==> src/rtl/boot_pkg.sv <==
// Shared constants for the instruction-cache boot loader.
package boot_pkg;

  localparam int unsigned WORD_W         = 32;
  localparam int unsigned BYTES_PER_WORD = WORD_W / 8;

  // Loader states, kept as fixed encodings for compatibility with older tooling.
  typedef logic [2:0] state_t;
  localparam state_t S_IDLE  = 3'd0;
  localparam state_t S_HDR   = 3'd1;
  localparam state_t S_DATA  = 3'd2;
  localparam state_t S_WRITE = 3'd3;
  localparam state_t S_CSUM  = 3'd4;
  localparam state_t S_DONE  = 3'd5;
  localparam state_t S_ERR   = 3'd6;

  // Sticky error codes reported on err.
  localparam logic [1:0] ERR_NONE = 2'b00;
  localparam logic [1:0] ERR_CSUM = 2'b01;
  localparam logic [1:0] ERR_TMO  = 2'b10;

endpackage

==> src/rtl/boot_loader_if.sv <==
// Byte-stream input, icache boot port and status of the boot loader.
interface boot_loader_if #(
  parameter int unsigned ADDR_W = 8,
  parameter int unsigned DATA_W = 32
);

  logic              start;
  logic              in_valid;
  logic [7:0]        in_data;
  logic              in_ready;
  logic              boot_up;
  logic [ADDR_W-1:0] boot_addr;
  logic [DATA_W-1:0] boot_datai;
  logic              boot_web;
  logic              done;
  logic [1:0]        err;

  modport master (
    output start, in_valid, in_data,
    input  in_ready, boot_up, boot_addr, boot_datai, boot_web, done, err
  );

  modport slave (
    input  start, in_valid, in_data,
    output in_ready, boot_up, boot_addr, boot_datai, boot_web, done, err
  );

endinterface

==> src/rtl/boot_word_asm.sv <==
// Little-endian byte-to-word assembler with its own byte counter.
module boot_word_asm
  import boot_pkg::*;
(
  input  logic              clk,
  input  logic              rst_n,
  input  logic              clr,
  input  logic              load,
  input  logic [7:0]        byte_in,
  output logic [WORD_W-1:0] word,
  output logic              full
);

  localparam int unsigned CNT_W = $clog2(BYTES_PER_WORD);

  logic [CNT_W-1:0] byte_cnt;

  // full flags the load that completes the current word.
  assign full = load && (byte_cnt == CNT_W'(BYTES_PER_WORD - 1));

  // Place each loaded byte at byte_cnt*8, wrapping the counter after the last byte.
  always_ff @(posedge clk or negedge rst_n) begin
    if (!rst_n) begin
      word     <= '0;
      byte_cnt <= '0;
    end else if (clr) begin
      word     <= '0;
      byte_cnt <= '0;
    end else if (load) begin
      word[{byte_cnt, 3'b000} +: 8] <= byte_in;
      byte_cnt <= full ? '0 : byte_cnt + CNT_W'(1);
    end
  end

endmodule

==> src/rtl/boot_loader.sv <==
// Streams a header-counted, checksummed byte image into the icache boot port.
module boot_loader
  import boot_pkg::*;
#(
  parameter int unsigned ADDR_W      = 8,
  parameter int unsigned DATA_W      = 32,
  parameter int unsigned BASE_ADDR   = 0,
  parameter int unsigned TIMEOUT_CYC = 1024
) (
  input logic          clk,
  input logic          rst_n,
  boot_loader_if.slave bus
);

  localparam int unsigned TMR_W = $clog2(TIMEOUT_CYC + 1);

  state_t            state;
  logic [7:0]        word_idx;
  logic [7:0]        last_idx;
  logic [7:0]        csum;
  logic [TMR_W-1:0]  timer;
  logic [ADDR_W-1:0] addr_q;
  logic [ADDR_W-1:0] wr_addr;
  logic [DATA_W-1:0] data_q;
  logic [WORD_W-1:0] word;
  logic              done_q;
  logic [1:0]        err_q;
  logic              rx_state;
  logic              accept;
  logic              start_ok;
  logic              data_load;
  logic              word_full;
  logic              timed_out;

  assign rx_state  = (state == S_HDR) || (state == S_DATA) || (state == S_CSUM);
  assign accept    = rx_state && bus.in_valid;
  assign start_ok  = bus.start && ((state == S_IDLE) || (state == S_DONE) || (state == S_ERR));
  assign data_load = accept && (state == S_DATA);
  // An accepted byte always beats an expiring timer.
  assign timed_out = rx_state && !accept && (timer == TMR_W'(TIMEOUT_CYC - 1));
  assign wr_addr   = ADDR_W'(BASE_ADDR) + ADDR_W'(word_idx);

  boot_word_asm u_asm (
    .clk     (clk),
    .rst_n   (rst_n),
    .clr     (start_ok),
    .load    (data_load),
    .byte_in (bus.in_data),
    .word    (word),
    .full    (word_full)
  );

  // The write port is live only in WRITE; otherwise it shows the last written word.
  assign bus.in_ready   = rx_state;
  assign bus.boot_up    = (state != S_IDLE) && (state != S_DONE);
  assign bus.boot_web   = (state != S_WRITE);
  assign bus.boot_addr  = (state == S_WRITE) ? wr_addr : addr_q;
  assign bus.boot_datai = (state == S_WRITE) ? DATA_W'(word) : data_q;
  assign bus.done       = done_q;
  assign bus.err        = err_q;

  // Load sequencing: header, data words with one write cycle each, checksum.
  always_ff @(posedge clk or negedge rst_n) begin
    if (!rst_n) begin
      state    <= S_IDLE;
      word_idx <= '0;
      last_idx <= '0;
      csum     <= '0;
      done_q   <= 1'b0;
      err_q    <= ERR_NONE;
    end else begin
      case (state)
        S_IDLE, S_DONE, S_ERR: begin
          if (start_ok) begin
            state    <= S_HDR;
            word_idx <= '0;
            csum     <= '0;
            done_q   <= 1'b0;
            err_q    <= ERR_NONE;
          end
        end
        S_HDR: begin
          if (accept) begin
            // A header of 0 wraps to last_idx 255, i.e. 256 words.
            last_idx <= bus.in_data - 8'd1;
            csum     <= bus.in_data;
            state    <= S_DATA;
          end else if (timed_out) begin
            state <= S_ERR;
            err_q <= ERR_TMO;
          end
        end
        S_DATA: begin
          if (accept) begin
            csum <= csum ^ bus.in_data;
            if (word_full) state <= S_WRITE;
          end else if (timed_out) begin
            state <= S_ERR;
            err_q <= ERR_TMO;
          end
        end
        S_WRITE: begin
          if (word_idx == last_idx) begin
            state <= S_CSUM;
          end else begin
            word_idx <= word_idx + 8'd1;
            state    <= S_DATA;
          end
        end
        S_CSUM: begin
          if (accept) begin
            if (bus.in_data == csum) begin
              state  <= S_DONE;
              done_q <= 1'b1;
            end else begin
              state <= S_ERR;
              err_q <= ERR_CSUM;
            end
          end else if (timed_out) begin
            state <= S_ERR;
            err_q <= ERR_TMO;
          end
        end
        default: state <= S_IDLE;
      endcase
    end
  end

  // Idle timer: runs while waiting for a byte, frozen in WRITE, cleared on any accepted byte.
  always_ff @(posedge clk or negedge rst_n) begin
    if (!rst_n) begin
      timer <= '0;
    end else if (start_ok || accept || timed_out) begin
      timer <= '0;
    end else if (rx_state) begin
      timer <= timer + TMR_W'(1);
    end
  end

  // Capture the written address/data so the port holds them after WRITE.
  always_ff @(posedge clk or negedge rst_n) begin
    if (!rst_n) begin
      addr_q <= '0;
      data_q <= '0;
    end else if (state == S_WRITE) begin
      addr_q <= wr_addr;
      data_q <= DATA_W'(word);
    end
  end

endmodule

==> src/flat_wrapper.sv <==
// flat-port wrapper written by rule: the top's interface ports become plain ports
module boot_loader_flat import boot_pkg::*;
#(
  parameter int unsigned ADDR_W      = 8,
  parameter int unsigned DATA_W      = 32,
  parameter int unsigned BASE_ADDR   = 0,
  parameter int unsigned TIMEOUT_CYC = 1024
)
  (clk, rst_n, bus_start, bus_in_valid, bus_in_data, bus_in_ready, bus_boot_up, bus_boot_addr, bus_boot_datai, bus_boot_web, bus_done, bus_err);
  boot_loader_if #(.ADDR_W(ADDR_W), .DATA_W(DATA_W)) bus_i ();
  input logic clk;
  input logic rst_n;
  input wire logic [$bits(bus_i.start)-1:0] bus_start;
  input wire logic [$bits(bus_i.in_valid)-1:0] bus_in_valid;
  input wire logic [$bits(bus_i.in_data)-1:0] bus_in_data;
  output wire logic [$bits(bus_i.in_ready)-1:0] bus_in_ready;
  output wire logic [$bits(bus_i.boot_up)-1:0] bus_boot_up;
  output wire logic [$bits(bus_i.boot_addr)-1:0] bus_boot_addr;
  output wire logic [$bits(bus_i.boot_datai)-1:0] bus_boot_datai;
  output wire logic [$bits(bus_i.boot_web)-1:0] bus_boot_web;
  output wire logic [$bits(bus_i.done)-1:0] bus_done;
  output wire logic [$bits(bus_i.err)-1:0] bus_err;
  assign bus_i.start = bus_start;
  assign bus_i.in_valid = bus_in_valid;
  assign bus_i.in_data = bus_in_data;
  assign bus_in_ready = bus_i.in_ready;
  assign bus_boot_up = bus_i.boot_up;
  assign bus_boot_addr = bus_i.boot_addr;
  assign bus_boot_datai = bus_i.boot_datai;
  assign bus_boot_web = bus_i.boot_web;
  assign bus_done = bus_i.done;
  assign bus_err = bus_i.err;
  boot_loader #(.ADDR_W(ADDR_W), .DATA_W(DATA_W), .BASE_ADDR(BASE_ADDR), .TIMEOUT_CYC(TIMEOUT_CYC)) u_core (.clk(clk), .rst_n(rst_n), .bus(bus_i));
endmodule
==> config.mk <==
export PLATFORM = sky130hd
export DESIGN_NAME = boot_loader_flat
export DESIGN_NICKNAME = d
export VERILOG_FILES = /design/src/rtl/boot_pkg.sv /design/src/rtl/boot_loader_if.sv /design/src/rtl/boot_word_asm.sv /design/src/rtl/boot_loader.sv /design/src/flat_wrapper.sv
export SDC_FILE = /design/constraint.sdc
export NUM_CORES = 1
export LEC_CHECK = 0
export ABC_AREA = 1
export CAP_MARGIN = 30
export CELL_PAD_IN_SITES_DETAIL_PLACEMENT = 1
export CELL_PAD_IN_SITES_GLOBAL_PLACEMENT = 1
export CORE_MARGIN = 5
export CORE_UTILIZATION = 38
export DETAILED_ROUTE_END_ITERATION = 10
export PLACE_DENSITY = 0.85
export SKIP_LAST_GASP = 1
export SYNTH_ARGS = -nofsm -noshare
export SYNTH_HDL_FRONTEND = slang
export SYNTH_SLANG_ARGS = --single-unit
==> constraint.sdc <==
create_clock -name clk -period 1.7 [get_ports clk]
set_clock_uncertainty 0.05 [all_clocks]
set_input_delay 0.34 -clock clk [delete_from_list [all_inputs] [get_ports clk]]
set_output_delay 0.34 -clock clk [all_outputs]
set_load 0.1 [all_outputs]
Word level (Yosys, flattened, before mapping)
Index checks and enable logic that the tools add are counted.
Word-level totals
  word-level logic and storage cells: 105
  input bits: 12
  bits in registers: 115
  output and inout port bits: 46
Cells by class
  multiplexer cells: 35
  eq/ne operators: 21
  shifts and indexed selects: 2
  add/subtract/negate cells: 5
  bitwise gates (word level): 1
  reduce and logical (&&, ||, !) cells: 30
Operator list (number)
  two-way mux 32 bit: 3
  two-way mux 8 bit: 5
  bitwise mux 32 bit: 1
  variable shift 8 x 7 -> 32 bit, first input constant: 1
  variable part select 8 x 7 -> 32 bit: 1
  one-hot mux 8 bit (3 select lines): 1
  two-way mux 11 bit: 2
  two-way mux 3 bit: 7
  two-way mux 2 bit: 9
  equality test 8 bit: 2
  one-hot mux 8 bit (2 select lines): 1
  one-hot mux 3 bit (5 select lines): 1
  AND reduction 4 bit: 3
  adder 11 x 1 -> 11 bit, second input constant: 1
  equality test 11 x 10 -> 1 bit, second input constant: 1
  equality test 3 bit, second input constant: 3
  inequality test 3 bit, second input constant: 3
  nonzero test 3 bit: 3
  adder 8 x 1 -> 8 bit, second input constant: 1
  inequality test 2 x 1 -> 1 bit, second input constant: 4
  nonzero test 2 bit: 4
  subtractor 8 x 1 -> 8 bit, second input constant: 1
  XOR 8 bit: 1
  logical AND 1 bit: 7
  17 further kinds: 28

Longest topological paths before layout
  word-level depth: 10
  depth in mapped cells: 12

Modules after synthesis
A second synthesis with hierarchy kept.
Unflattened totals
  cell total of the unflattened synthesis: 772
  area, all modules: 5793.1 µm²
Modules (own cells, without submodules)
  boot_loader: cells an instance 553, instances 1, seq. area each 2026.9 µm², area each 4108.9 µm²
  boot_word_asm: cells an instance 219, instances 1, seq. area each 850.8 µm², area each 1684.1 µm²

Worst setup path before layout
Ideal clock, no wire load.
  path type: register -> register
  from: reg u_core.state[0]
  to: reg u_core.addr_q[4]
  setup slack: -2077 ps
  data arrival time: 3373 ps
  required time: 1297 ps
  stages on the path, launching flop included: 7
  path through: dfrtp_1 -> nand2_1 -> nor2_2 -> inv_2 -> buf_2 -> buf_4 -> o21ai_0
Between the ends
  word-level cells in the longest chain between the ends: 2
Ends and longest elaborated chain
  start: declaration: RTL line boot_loader.sv:17  | state_t state;
  start signal: assignment: RTL line boot_loader.sv:65  | state <= S_IDLE;
  start signal: assignment: RTL line boot_loader.sv:75  | state <= S_HDR;
  start signal: assignment: RTL line boot_loader.sv:87  | state <= S_DATA;
  equality test 3 x 2 -> 1 bit
  two-way mux 8 bit
  named net bus_boot_addr[4]: RTL line flat_wrapper.sv:18  | output wire logic [$bits(bus_i.boot_addr)-1:0] bus_boot_addr;
  end signal: assignment: RTL line boot_loader.sv:146  | addr_q <= wr_addr;
  end: declaration: RTL line boot_loader.sv:22  | logic [ADDR_W-1:0] addr_q;
The timed path passes the listed nets, and every way through them passes these cells.
A chain may end at the register's enable or synchronous reset.

Final worst setup path
  from: reg u_core.state[1]
  to: out bus_boot_datai[21]
Between the ends
  word-level cells in the longest chain between the ends: 2
Ends and longest elaborated chain
  equality test 3 x 2 -> 1 bit: RTL line boot_loader.sv:58  | assign bus.boot_datai = (state == S_WRITE) ? DATA_W'(word) : data_q;
  two-way mux 32 bit: RTL line boot_loader.sv:58
  end: declaration: RTL line flat_wrapper.sv:19  | output wire logic [$bits(bus_i.boot_datai)-1:0] bus_boot_datai;
No other way between the ends.

==> reports/results.tsv <==
metric	value	unit
status	finished with violations	
failing checks	negative setup slack	
Antenna Cells	0	
worst-path maximum fanout	18	
worst setup path category	flip-flop to output port	
first-pass GRT wire length	38510	um
Comb pwr share	0.627	
Ys Warns	0	
largest net degree at the start of global routing	40	
Area growth, synth to finish	83.69	%
fin crit share	1.350	
syn_nets	714	
wire per inst	30.42	um
via-per-instance ratio	6.068	
Routed Antenna Nets	0	
pwr/cell area	1929	mW/mm^2
Mapped Area	0.005630	mm^2
post-synthesis cell type count	33	
Synth Flop Type	dfrtp_1	
switch share	0.4981	
critical path data required time	1.31	ns
Clk network pwr share	0.185	
fillers	1470	
final setup violating endpoints	118	
cts bufs inserted	17	
global placer's final weighted congestion	0.8841	
P_sw	9.935	mW
Critical Path Start Type	flip-flop	
worst min path class	input pin to asynchronous set/reset pin	
crit path time final	2.295	ns
Hold Vio Cnt, Final	0	
Die Width	131.7	um
sequential area share after synthesis	0.5111	
#FFs+latches synth	115	
Site Rows	44	
Worst slew margin	0.6237	
Pwr Total	19.95	mW
clk_lat worst skew	0.45	ns
Starting Density	0.3874	
final WL	32950	um
RSZ-0062 raised after global routing	yes	
clock sink count	115	
Slew Viols, Final	0	
Max Root-Sink Buffers	2	
core outline area	0.01453	mm^2
DRC	0	
synthesized area per cell	8.113	um^2
First-pass DRT Iterations	5	
htree depth	4	
asr flop ratio synth	1.000	
FMAX	435.7	MHz
worst-margin pin slew	0.5644	ns
grt ovf	0	
Max-cap violations	0	
pre-CTS WS	-0.3568	ns
IO Port Bufs	57	
Arr. time, crit path	1.91	ns
Lkg Pwr	4.483	nW
CTS tree	built	
clk slew on worst S/H paths	0.07	ns
Clk Tree Root Cell	clkbuf_16	
GRT Total Usage	0.2806	
die area	0.01735	mm^2
dpl cell area	0.007970	mm^2
1st-iter DRT viols	668	
initial antenna violation count	0	
crit end category	output port	
setup ws final	-0.5952	ns
Ports	58	
layout cell share with drive strength beyond 1	0.4850	
Die Height	131.7	um
post-route cell area	0.01034	mm^2
total number of vias	6572	
vias in the first global route	6740	
part of the power in registers	0.188	
number of synthesized flops with an enable pin	0	
Post-Syn Instances	694	
VDD IR-drop max	1.918	mV
Final HPWL DP	14140	um
Int Pwr	10.01	mW
NumNets Final	906	
Finished Core Util	0.7116	
-- repair_timing --
item,4_1_cts,5_1_grt
gates cloned,2,4
pin swaps,16,49
endpoints found under the setup margin,110,117
endpoints found under the hold margin,32,0
resized for setup,111,227
hold buffers,1,0
setup buffers,15,37
-- stage by stage --
stage	setup TNS, ns	instances	hold slack, ns
global placement	-11.15	995	0.2890
finish	-39.73	1083	0.4020
global route	-43.94	1083	0.4510
floorplan	-14.41	694	-0.005591
detailed placement	-19.71	995	0.2985
CTS	-19.51	1045	0.4036
-- synth_stat cells (2+ instances only) --
master / count / area, um^2
a21oi_1: 20 / 100.1
a31oi_1: 3 / 18.77
buf_2: 9 / 45.04
buf_4: 4 / 30.03
clkbuf_1: 9 / 33.78
dfrtp_1: 115 / 2878
ha_1: 8 / 100.1
inv_1: 83 / 311.6
inv_2: 10 / 37.54
nand2_1: 178 / 668.1
nand2_2: 7 / 43.79
nand3_1: 33 / 165.2
nand3_2: 2 / 20.02
nand3b_1: 2 / 15.01
nand4_1: 9 / 56.30
nor2_1: 53 / 198.9
nor2_2: 3 / 18.77
nor2_4: 2 / 22.52
nor3_1: 12 / 60.06
o21ai_0: 69 / 345.3
o21ai_1: 15 / 75.07
o22ai_1: 17 / 106.4
o31ai_1: 2 / 15.01
xnor2_1: 10 / 87.58
xor2_1: 11 / 96.34
-- layout make-up --
type / instances / area [um^2] / area share
multi-input combinational: 467 / 3877 / 0.3749
sequential: 115 / 2880 / 0.2785
timing repair buffer: 191 / 2354 / 0.2276
clock buffer: 24 / 501.7 / 0.04851
inverter: 93 / 415.4 / 0.04016
tap: 184 / 230.2 / 0.02226
clock inverter: 8 / 75.07 / 0.007259
timing repair inverter: 1 / 8.758 / 0.0008468
-- layout by cell type, fill, tap and decap left out, drive strengths merged --
master,Yosys,final
a21boi,1,1
a21oi,21,21
a31oi,3,3
buf,13,179
bufinv,0,1
clkbuf,9,25
clkdlybuf4s50,0,10
clkinv,0,4
clkinvlp,0,5
dfrtp,115,115
dlygate4sd3,0,1
ha,8,8
inv,93,92
nand2,186,189
nand3,35,35
nand3b,2,2
nand4,9,9
nor2,59,59
nor3,12,12
o21ai,85,85
o22ai,17,17
o31ai,2,2
o32ai,1,1
or2,2,2
xnor2,10,10
xor2,11,11
-- power by group through the flow --
stage,Sequential [mW],Combinational [mW],Clock (mW)
2_1_floorplan,3.56,5.02,0
4_1_cts,3.60,9.03,3.52
3_5_place_dp,3.65,7.88,0
3_3_place_gp,3.60,7.48,0
5_1_grt,3.76,12.8,3.81
6_report,3.76,12.5,3.68
-- worst max-delay path, stage by stage (launching register included) --
cell and delay [ns]:
dfrtp_1 0.42, nand2_2 0.13, nor2_4 0.06, inv_8 0.14
buf_12 0.22, nand2_1 0.15, o21ai_4 0.12, buf_12 0.20
-- registers in the layout, indices dropped and copies added (netlist names), 3 cells and up --
register / cells
u_core.u_asm.word: 32
u_core.addr_q: 8
u_core.state: 3
u_core.last_idx: 8
u_core.word_idx: 8
u_core.timer: 11
u_core.data_q: 32
u_core.csum: 8
-- worst paths after layout --
path / startpoint / to / slack, ns / depth (start not counted)
max in group asynchronous: rst_n / u_core.data_q[21]$_DFF_PN0_ / 0.53 / 3
min in group clk: u_core.u_asm.word[28]$_DFFE_PN0P_ / u_core.u_asm.word[28]$_DFFE_PN0P_ / 0.47 / 2
hold reg to reg: u_core.u_asm.word[28]$_DFFE_PN0P_ / u_core.u_asm.word[28]$_DFFE_PN0P_ / 0.47 / 2
setup / recovery: u_core.state[1]$_DFFE_PN0P_ / bus_boot_datai[21] / -0.60 / 7
hold / removal: rst_n / u_core.u_asm.byte_cnt[0]$_DFFE_PN0P_ / 0.40 / 2
setup reg to reg: u_core.state[0]$_DFFE_PN0P_ / u_core.u_asm.word[15]$_DFFE_PN0P_ / -0.36 / 12
-- layer usage --
metal	up-vias	GRT usage	wire length, um
met4	0	0.1577	2409
li1	2629	-	-
met5	-	0	0
met2	440	0.4918	16260
met1	3320	0.3149	11930
met3	183	0.06116	2347
-- kinds of logic after synthesis --
logic type | share of synthesized area
AND/OR/NAND/NOR | 0.2331
AO/OA/AOI/OAI | 0.1240
buffers and inverters | 0.08133
flip-flops | 0.5111
XOR/XNOR | 0.03267
adder cells (fa/ha/maj) | 0.01778
(Power assumes the default switching activity.)
